**src/rtl/mux2_bus_arbiter.sv**
```systemverilog
// mux2_bus_arbiter: two-requester valid/ready arbiter sharing one 2:1 mux, bounded bursts, one-entry output register.
// Define ARB_ROUND_ROBIN_EN for round-robin tie breaking; otherwise A has fixed priority.
module mux_2_to_1 #(
  parameter int Bit = 16
) (
  input  logic [Bit-1:0] a,
  input  logic [Bit-1:0] b,
  input  logic           sel,
  output logic [Bit-1:0] y
);
  assign y = sel ? b : a;
endmodule

module mux2_bus_arbiter #(
  parameter int Bit       = 16,
  parameter int MAX_BURST = 4
) (
  input  logic           clk,
  input  logic           rst,
  input  logic           a_valid,
  input  logic [Bit-1:0] a_data,
  output logic           a_ready,
  input  logic           b_valid,
  input  logic [Bit-1:0] b_data,
  output logic           b_ready,
  output logic           out_valid,
  output logic [Bit-1:0] out_data,
  input  logic           out_ready,
  output logic           sel,
  output logic           busy
);
  localparam int CW = $clog2(MAX_BURST + 1);
  localparam logic [1:0] IDLE    = 2'd0;
  localparam logic [1:0] GRANT_A = 2'd1;
  localparam logic [1:0] GRANT_B = 2'd2;

  logic [1:0]     r_state;
  logic [1:0]     w_next;
  logic [CW-1:0]  r_cnt;
  logic           r_sel;
  logic           r_busy;
  logic           r_out_valid;
  logic [Bit-1:0] r_out_data;
  logic [Bit-1:0] w_mux;
  logic           w_grant;
  logic           w_room;
  logic           w_cur_valid;
  logic           w_load;
  logic           w_last;
  logic           w_tie_b;

  mux_2_to_1 #(.Bit(Bit)) u_mux (
    .a  (a_data),
    .b  (b_data),
    .sel(r_sel),
    .y  (w_mux)
  );

  assign w_grant     = r_state != IDLE;
  assign w_room      = !r_out_valid || out_ready;
  assign a_ready     = (r_state == GRANT_A) && w_room;
  assign b_ready     = (r_state == GRANT_B) && w_room;
  assign w_cur_valid = (r_state == GRANT_B) ? b_valid : a_valid;
  assign w_load      = w_grant && w_cur_valid && w_room;
  assign w_last      = w_load && (r_cnt == CW'(MAX_BURST - 1));

`ifdef ARB_ROUND_ROBIN_EN
  logic r_last_grant;
  // Tie goes to whoever was not served last (1 = B).
  assign w_tie_b = !r_last_grant;
  always_ff @(posedge clk or posedge rst)
    if (rst) r_last_grant <= 1'b1;
    else if (w_grant && w_next == IDLE) r_last_grant <= r_state == GRANT_B;
`else
  assign w_tie_b = 1'b0;
`endif

  assign w_next = !w_grant ? ((a_valid && b_valid) ? (w_tie_b ? GRANT_B : GRANT_A) :
                              a_valid ? GRANT_A : b_valid ? GRANT_B : IDLE) :
                  (!w_cur_valid || w_last) ? IDLE : r_state;

  always_ff @(posedge clk or posedge rst)
    if (rst) begin
      r_state     <= IDLE;
      r_busy      <= 1'b0;
      r_sel       <= 1'b0;
      r_cnt       <= '0;
      r_out_valid <= 1'b0;
      r_out_data  <= '0;
    end else begin
      r_state <= w_next;
      r_busy  <= w_next != IDLE;
      if (!w_grant && w_next != IDLE) begin
        r_sel <= w_next == GRANT_B;
        r_cnt <= '0;
      end else if (w_load) r_cnt <= r_cnt + 1'b1;
      // A load in the same cycle as a drain keeps the stage full with the new word.
      if (w_load) begin
        r_out_data  <= w_mux;
        r_out_valid <= 1'b1;
      end else if (r_out_valid && out_ready) r_out_valid <= 1'b0;
    end

  assign out_valid = r_out_valid;
  assign out_data  = r_out_data;
  assign sel       = r_sel;
  assign busy      = r_busy;
endmodule

```
**config.mk**
```make
export PLATFORM = sky130hd
export DESIGN_NAME = mux2_bus_arbiter
export DESIGN_NICKNAME = d
export VERILOG_FILES = /design/src/rtl/mux2_bus_arbiter.sv
export SDC_FILE = /design/constraint.sdc
export NUM_CORES = 1
export LEC_CHECK = 0
export ABC_AREA = 1
export BUFFER_PORTS_ARGS = -buffer_cell sky130_fd_sc_hd__buf_2
export CORE_MARGIN = 4
export CORE_UTILIZATION = 52
export CTS_BUF_LIST = sky130_fd_sc_hd__clkbuf_4
export CTS_CLUSTER_DIAMETER = 80
export CTS_CLUSTER_SIZE = 20
export DETAILED_ROUTE_END_ITERATION = 10
export GPL_TIMING_DRIVEN = 0
export HOLD_SLACK_MARGIN = 0.02
export PLACE_DENSITY = 0.87
export SYNTH_ARGS = -nofsm -noshare
export SYNTH_HDL_FRONTEND = slang
export SYNTH_HIERARCHICAL = 1
export SYNTH_SLANG_ARGS = --single-unit
```
**constraint.sdc**
```tcl
create_clock -name clk -period 2 [get_ports clk]
set_input_delay 0.3 -clock clk [delete_from_list [all_inputs] [get_ports clk]]
set_output_delay 0.3 -clock clk [all_outputs]
set_load 0.01 [all_outputs]
```
Yosys cells after proc, flatten, opt, wreduce, memory -nomap -nowiden --
Index checks and enable logic that the tools add are counted.
Word-level totals: flip-flop bits (word level) 24
Cells by class: reductions and logical operators 17, equality and inequality tests 4, add/sub/neg operators 1, mux-type cells 11
Operators with widths (number):
- $mux W16 | 1
- $mux W2 | 5
- $logic_and A1 B1 Y1 | 8
- $reduce_bool A2 Y1 | 4
- $mux W3 | 2
- $eq A2 B2 Y1 const B | 2
- $add A3 B1 Y3 const B | 1
- $eq A3 B2 Y1 const B | 1
- $logic_not A1 Y1 | 3
- $mux W1 | 3
- $eq A2 B1 Y1 const B | 1
- $logic_or A1 B1 Y1 | 2

Longest topological paths before layout --
Gate-level depths: netlist of the first run.
word-level depth 11, mapped depth 9, mapped depth without buffers 8

By module --
The synthesis of the first run kept the hierarchy.
Modules (own cells, without submodules):
- mux2_bus_arbiter | times used 1, sequential area each 600.6 µm², area an instance 1038.5 µm², cells an instance 117
- mux_2_to_1 | times used 1, sequential area each 0.0 µm², area an instance 244.0 µm², cells an instance 52

Worst setup path after synthesis of the first run --
Ideal clock, no wire load.
path kind register to register, start register r_cnt[0], end register r_busy, in the netlist busy, slack 0.750 ns, period minus slack after synthesis 1.250 ns, required time 1.878 ns, stages on the path, launching flop included 8, path buffers 0, arrival time 1.128 ns, path through dfrtp_1 -> ha_1 -> ha_1 -> inv_1 -> o31ai_1 -> nor2_1 -> nor2_1 -> nand2_1
Between the ends: longest elaborated chain between the ends 6
Ends and longest elaborated chain:
- from (decl) | line 39 | logic [CW-1:0] r_cnt;
- from (signal assigned) | line 96 | end else if (w_load) r_cnt <= r_cnt + 1'b1;
- $eq A3 B2 Y1 | line 65 | assign w_last = w_load && (r_cnt == CW'(MAX_BURST - 1));
- $logic_and A1 B1 Y1 | line 65
- $logic_or A1 B1 Y1 | line 80 | (!w_cur_valid || w_last) ? IDLE : r_state;
- $mux W2 | line 80
- $mux W2 | line 78 | assign w_next = !w_grant ? ((a_valid && b_valid) ? (w_tie_b ? GRANT_B : GRANT_A) :
- $reduce_bool A2 Y1 | line 92 | r_busy <= w_next != IDLE;
- to (signal assigned) | line 85 | r_busy <= 1'b0;
- to (signal assigned) | line 92
- to (decl) | line 41 | logic r_busy;
Every way passes these cells. A chain may end at the register's enable or synchronous reset.

Worst setup path after layout of the first run --
start register r_out_valid, in the netlist out_valid, end output port a_ready
Between the ends: longest elaborated chain between the ends 3
Ends and longest elaborated chain:
- from (decl) | line 42 | logic r_out_valid;
- from (signal assigned) | line 88 | r_out_valid <= 1'b0;
- from (signal assigned) | line 100 | r_out_valid <= 1'b1;
- from (signal assigned) | line 101 | end else if (r_out_valid && out_ready) r_out_valid <= 1'b0;
- $logic_not A1 Y1 | line 60 | assign w_room = !r_out_valid || out_ready;
- $logic_or A1 B1 Y1 | line 60
- $logic_and A1 B1 Y1 | line 61 | assign a_ready = (r_state == GRANT_A) && w_room;
- to (decl) | line 22 | output logic a_ready,
Every way passes these cells.

==> flow_summary.json, run 1 <==
{
  "async_flop_share_pct": 100,
  "whs_ps": 145,
  "synth_top_family_by_area": "simple AND/OR/NAND/NOR gates",
  "syn_area_per_cell_um2": 7.59,
  "yosysTopAreaCell": "dfrtp_1",
  "clockRootBuffer": "clkbuf_4",
  "die_y_um": 57.7,
  "drc": 0,
  "fin_area_um2": 1630,
  "cts_setup_buffers": 0,
  "path_clk_slew_ps": 130,
  "ys_ff_latch": 24,
  "tns_ps": 0,
  "cts_resized": 0,
  "grt_busiest_layer": "met2",
  "num_vias": 1229,
  "hold_class": "primary input to asynchronous set/reset pin",
  "synth_ff_type": "dfrtp_1",
  "antenna_found_initial": 0,
  "use_met1_pct": 22.3,
  "drive_gt1_share_pct": 33.9,
  "cts_tree": "done",
  "first_pass_iters": 4,
  "synthTopCellsByCount": "96 x nand2_1, 24 x dfrtp_1, 11 x inv_1",
  "initial_core_util_pct": 56.3,
  "drt_iter0_drc": 20,
  "finClkSkew_ps": 3.53,
  "fin_ws_ps": 530,
  "p_per_area_nw_per_um2": 1350,
  "finalSetupViolations": 0,
  "synth_fp_nets": 208,
  "r2r-start": "r_cnt[0]$_DFFE_PP0P_",
  "worstPathCellList": "inv_1, nor2_1, nor3_1, buf_2",
  "grt_pass1_wl_um": 4950,
  "cts_made_buffers": 3,
  "vdd_ir_drop_max_v": 0.000925,
  "fillers": 202,
  "slowest_stage": "dfrtp_1",
  "die_w_um": 57.7,
  "tightest_slew_ps": 891,
  "cts_hold_buf": 0,
  "status": "finished, final reports clean",
  "cp_max_fo": 4,
  "globalplace.congestion": 0.818,
  "grt_max_degree": 25,
  "clk_path_buf_depth": 2,
  "synth_cell_types": 22,
  "total_power_uw": 2190,
  "critical_path_class": "flop to output port",
  "reg2reg_slack_ps": 570,
  "postPlaceCellArea_um2": 1600,
  "cts.sinks": 24,
  "worst_r2r_path_depth": 7,
  "drv_cap": 0,
  "routed_wl_um": 2940,
  "fmax_mhz": 680,
  "critPathCaptureType": "output port",
  "maxSlewViolCount": 0,
  "num-nets-final": 270,
  "htree_levels": 1,
  "core.rowCount": 17,
  "synth.most_common_cell": "nand2_1",
  "synth_edf_count": 0,
  "synth_simple_gate_area_share_pct": 37.8,
  "ant_nets": 0,
  "ys_seq_area_share_pct": 46.8,
  "crit_arrival_ps": 1170,
  "synth_compound_area_share_pct": 3.61,
  "timing.rr.end": "busy$_DFF_PP0_",
  "cp.required_ps": 1700,
  "numPortBuffers": 57,
  "rsz0062_at_grt": "no",
  "grt-ovfl-total": 0,
  "die-area_um2": 3320,
  "critPathTopFamily": "flip-flops",
  "clk_latency_ps": 320,
  "crit_buf_inv": 2,
  "synth.area.top_cells": "dfrtp_1 47%, nand2_1 28%, nand2_2 3.4%",
  "pin_count": 58,
  "dp_hpwl_um": 2350,
  "min_period_ps": 1470,
  "synth_mux_area_share_pct": 0,
  "grt_usage_pct": 19.2,
  "synth_xor_area_share_pct": 0,
  "yosysTopAreaCellShare_pct": 46.8,
  "start_kind": "flop",
  "yosysWarnings": 6,
  "grt_pass1_vias": 1145,
  "hold_viol": 0,
  "netlist_area_um2": 1280,
  "met2_usage_pct": 34.0,
  "n_antenna_cell": 0,
  "coreArea_um2": 2280,
  "met3_usage_pct": 6.01,
  "dpl_worst_slack_ps": 588,
  "finalCritPeriodShare_pct": 73.5,
  "viasPerCell": 4.76,
  "syn_to_final_growth_pct": 27.0,
  "netlist_instances": 169,
  "wire_per_inst_um": 11.4,
  "p_leak_uw": 0.00100,
  "relSlewSlack_pct": 40.5,
  "synth_adder_area_share_pct": 1.95,
  "crit_path_max_incr_delay_ps": 370
}
==> where the power goes <==
part | switching [µW] | leakage [µW] | internal [µW]
combinational | 696 | 0.000685 | 473
sequential | 116 | 0.000304 | 694
clock | 143 | 0.0000154 | 73.1
==> cell families (layout without fill, tap and decap cells) <==
family          after synthesis  after routing
flops                        24             24
fa+ha+maj                     2              2
simple gates                118            118
buf+inv                      20             81
compound gates                5              5
==> cell usage in the layout, fill, tap and decap left out <==
cell type and instances:
nand3b_1 1, inv_4 1, clkinv_1 1, buf_6 3, nand3_1 3, buf_4 1, ha_1 2, nor2_1 8
nor3_1 2, dfrtp_1 24, nand2_2 7, o31ai_1 1, buf_12 1, inv_6 1, o21ai_1 1, o21ai_4 1
inv_2 1, buf_2 58, nand2_1 96, o211ai_1 1, inv_1 11, clkbuf_4 3, a32o_1 1, nand3_4 1
==> worst register-to-register path, delay by kind of cell, from the launching register on <==
family | cells | cell delay [ps]
buffers and inverters | 1 | 40
AO/OA/AOI/OAI | 1 | 290
flip-flops | 1 | 390
adder cells (fa/ha/maj) | 2 | 300
AND/OR/NAND/NOR | 3 | 300
==> through the flow <==
stage | instances | util [%]
final | 258 | 71.6
after global routing | 258 | 71.6
after CTS | 258 | 71.6
after detailed placement | 254 | 70.4
after global placement | 254 | 70.4
after floorplan | 169 | -
==> sequential cells by signal (all words and copies together) (netlist names) <==
signal,flops
out_valid,1
r_cnt,3
busy,1
sel,1
out_data,16
r_state,2
==> metal layers <==
metal  vias up  share of wire [%]  wire length (µm)
li1        633                  -                 -
met1       549                 40              1170
met2        41                 51              1510
met3         6                7.2               212
met4         0                1.4                40
met5         -                  0                 0
==> worst max path at each step <==
stage / start / to / slack [ps] / cells after the start
global placement: r_cnt[0]$_DFFE_PP0P_ / busy$_DFF_PP0_ / 630 / 7
detailed placement: r_cnt[0]$_DFFE_PP0P_ / busy$_DFF_PP0_ / 590 / 7
floorplan: r_cnt[0]$_DFFE_PP0P_ / busy$_DFF_PP0_ / 750 / 7
CTS: out_valid$_DFFE_PP0P_ / a_ready / 530 / 4
finish: out_valid$_DFFE_PP0P_ / a_ready / 530 / 4
global route: r_cnt[1]$_DFFE_PP0P_ / busy$_DFF_PP0_ / 410 / 7
==> cell type report <==
class                      instances  area (µm²)  share of cell area [%]
buffer                             6        66.3                    4.07
clock buffer                       3        22.5                    1.38
sequential                        24         601                    36.9
timing repair buffer              57         285                    17.5
inverter                          14        60.1                    3.69
multi-input combinational        125         556                    34.1
clock inverter                     1        3.75                   0.230
tap                               28        35.0                    2.15
Note: power is estimated with default switching activity, not from simulation.
==> run 2, diff against run 1 <==
- CORE_UTILIZATION: 52 -> 48
- PLACE_DENSITY: 0.87 -> 0.81
- clock period: 2 -> 1.4 ns (I/O delays scaled with it)
==> flow_summary.json, run 2 (synthesized netlist as in run 1, its figures left out) <==
{
  "status": "finished, final reports clean",
  "worst_r2r_path_depth": 8,
  "globalplace.congestion": 0.904,
  "drive_gt1_share_pct": 38.5,
  "dp_hpwl_um": 2240,
  "reg2reg_slack_ps": 50,
  "min_period_ps": 1360,
  "drt_iter0_drc": 48,
  "clk_latency_ps": 310,
  "n_antenna_cell": 0,
  "initial_core_util_pct": 50.8,
  "first_pass_iters": 6,
  "dp_cells": 256,
  "cp.required_ps": 1190,
  "final_cell_mix": "96 x nand2_1, 57 x buf_2, 23 x dfrtp_1, 10 x inv_1",
  "critPathCaptureType": "output port",
  "cts_tree": "done",
  "core.rowCount": 18,
  "vdd_ir_drop_max_v": 0.00127,
  "p_leak_uw": 0.00104,
  "fillers": 230,
  "p_per_area_nw_per_um2": 1940,
  "grt_pass1_vias": 1120,
  "num-nets-final": 274,
  "tightest_slew_ps": 884,
  "final_common_cell": "nand2_1",
  "timing.rr.end": "out_data[8]$_DFFE_PP0P_",
  "drv_cap": 0,
  "critical_path_class": "flop to output port",
  "finClkSkew_ps": 1.90,
  "antenna_found_initial": 0,
  "viasPerCell": 4.62,
  "coreArea_um2": 2520,
  "fmax_mhz": 737,
  "final_core_util_pct": 68.4,
  "numPortBuffers": 57,
  "ant_nets": 0,
  "clockRootBuffer": "clkbuf_4",
  "crit_arrival_ps": 1150,
  "grt-ovfl-total": 0,
  "whs_ps": 60.2,
  "cp_max_fo": 4,
  "pin_count": 58,
  "htree_levels": 1,
  "grt_max_degree": 25,
  "finalCritPeriodShare_pct": 96.9,
  "wire_per_inst_um": 11.5,
  "die-area_um2": 3560,
  "instances_no_fill": 264,
  "rsz0062_at_grt": "yes",
  "cts.sinks": 24,
  "maxSlewViolCount": 0,
  "syn_to_final_growth_pct": 34.4,
  "routed_wl_um": 3040,
  "die_y_um": 59.7,
  "die_w_um": 59.7,
  "hold_class": "primary input to asynchronous set/reset pin",
  "r2r-start": "r_state[0]$_DFF_PP0_",
  "clk_path_buf_depth": 2,
  "relSlewSlack_pct": 41.0,
  "grt_pass1_wl_um": 4720,
  "cts_made_buffers": 3,
  "start_kind": "flop",
  "grt_usage_pct": 17.1,
  "drc": 0,
  "path_clk_slew_ps": 130,
  "largest_reg_flops": 16,
  "hold_viol": 0,
  "finalSetupViolations": 0,
  "num_vias": 1220
}
==> run 2: cell types whose count changed in the layout (fill, tap and decap cells not counted), moves of 2 or more <==
cell    delta
buf_4      +3
buf_6      +2
nor2_1     -2
ha_1       -2
==> run 2: layout make-up <==
| type | instances | area, µm² | area share (%) |
|---|---|---|---|
| buffer | 6 | 76.3 | 4.43 |
| clock buffer | 3 | 22.5 | 1.31 |
| clock inverter | 1 | 3.75 | 0.218 |
| inverter | 14 | 62.6 | 3.63 |
| multi-input combinational | 125 | 604 | 35.1 |
| sequential | 24 | 602 | 34.9 |
| tap | 30 | 37.5 | 2.18 |
| timing repair buffer | 61 | 315 | 18.3 |
==> run 2: timing repair <==
action | 4_1_cts | 5_1_grt
setup buffers | 0 | 4
resized for setup | 1 | 17
hold endpoints to repair | 0 | 0
setup endpoints to repair | 3 | 17
hold buffers | 0 | 0
pin swaps | 0 | 8
==> run 2: worst max path at each step <==
| stage | startpoint | slack, ps | endpoint |
|---|---|---|---|
| 6_report | out_valid$_DFFE_PP0P_ | 40 | b_ready |
| 5_1_grt | r_cnt[0]$_DFFE_PP0P_ | -60 | busy$_DFF_PP0_ |
| 4_1_cts | r_cnt[0]$_DFFE_PP0P_ | 0.2 | busy$_DFF_PP0_ |
| 3_5_place_dp | r_cnt[0]$_DFFE_PP0P_ | -3 | busy$_DFF_PP0_ |
| 3_3_place_gp | r_cnt[0]$_DFFE_PP0P_ | 10 | busy$_DFF_PP0_ |
| 2_1_floorplan | r_cnt[0]$_DFFE_PP0P_ | 150 | busy$_DFF_PP0_ |
==> run 2: report_power, final <==
group | internal, µW | switching [µW]
Clock | 104 | 205
Sequential | 993 | 173
Combinational | 789 | 1070
==> run 2: critical path, stage by stage (launching register included) <==
cell and delay [ps]:
dfrtp_1 360, inv_1 50, nor2_2 220, nor2_1 70
buf_2 140
==> run 2: layer usage <==
layer	share of wire (%)	global-route usage [%]
met1	44	22.4
met4	1.4	5.06
met3	6.5	3.67
met2	48	28.4
met5	0	0
==> run 2: stage by stage <==
step / total power, µW / TNS (ps) / setup slack, ps / instance area [µm²]
floorplan: 2300 / 0 / 150 / 1280
global placement: 2820 / 0 / 12.0 / 1610
detailed placement: 2860 / -2.97 / -2.97 / 1610
CTS: 3180 / 0 / 0.196 / 1640
global route: 3620 / -295 / -61.9 / 1720
finish: 3340 / 0 / 42.7 / 1720
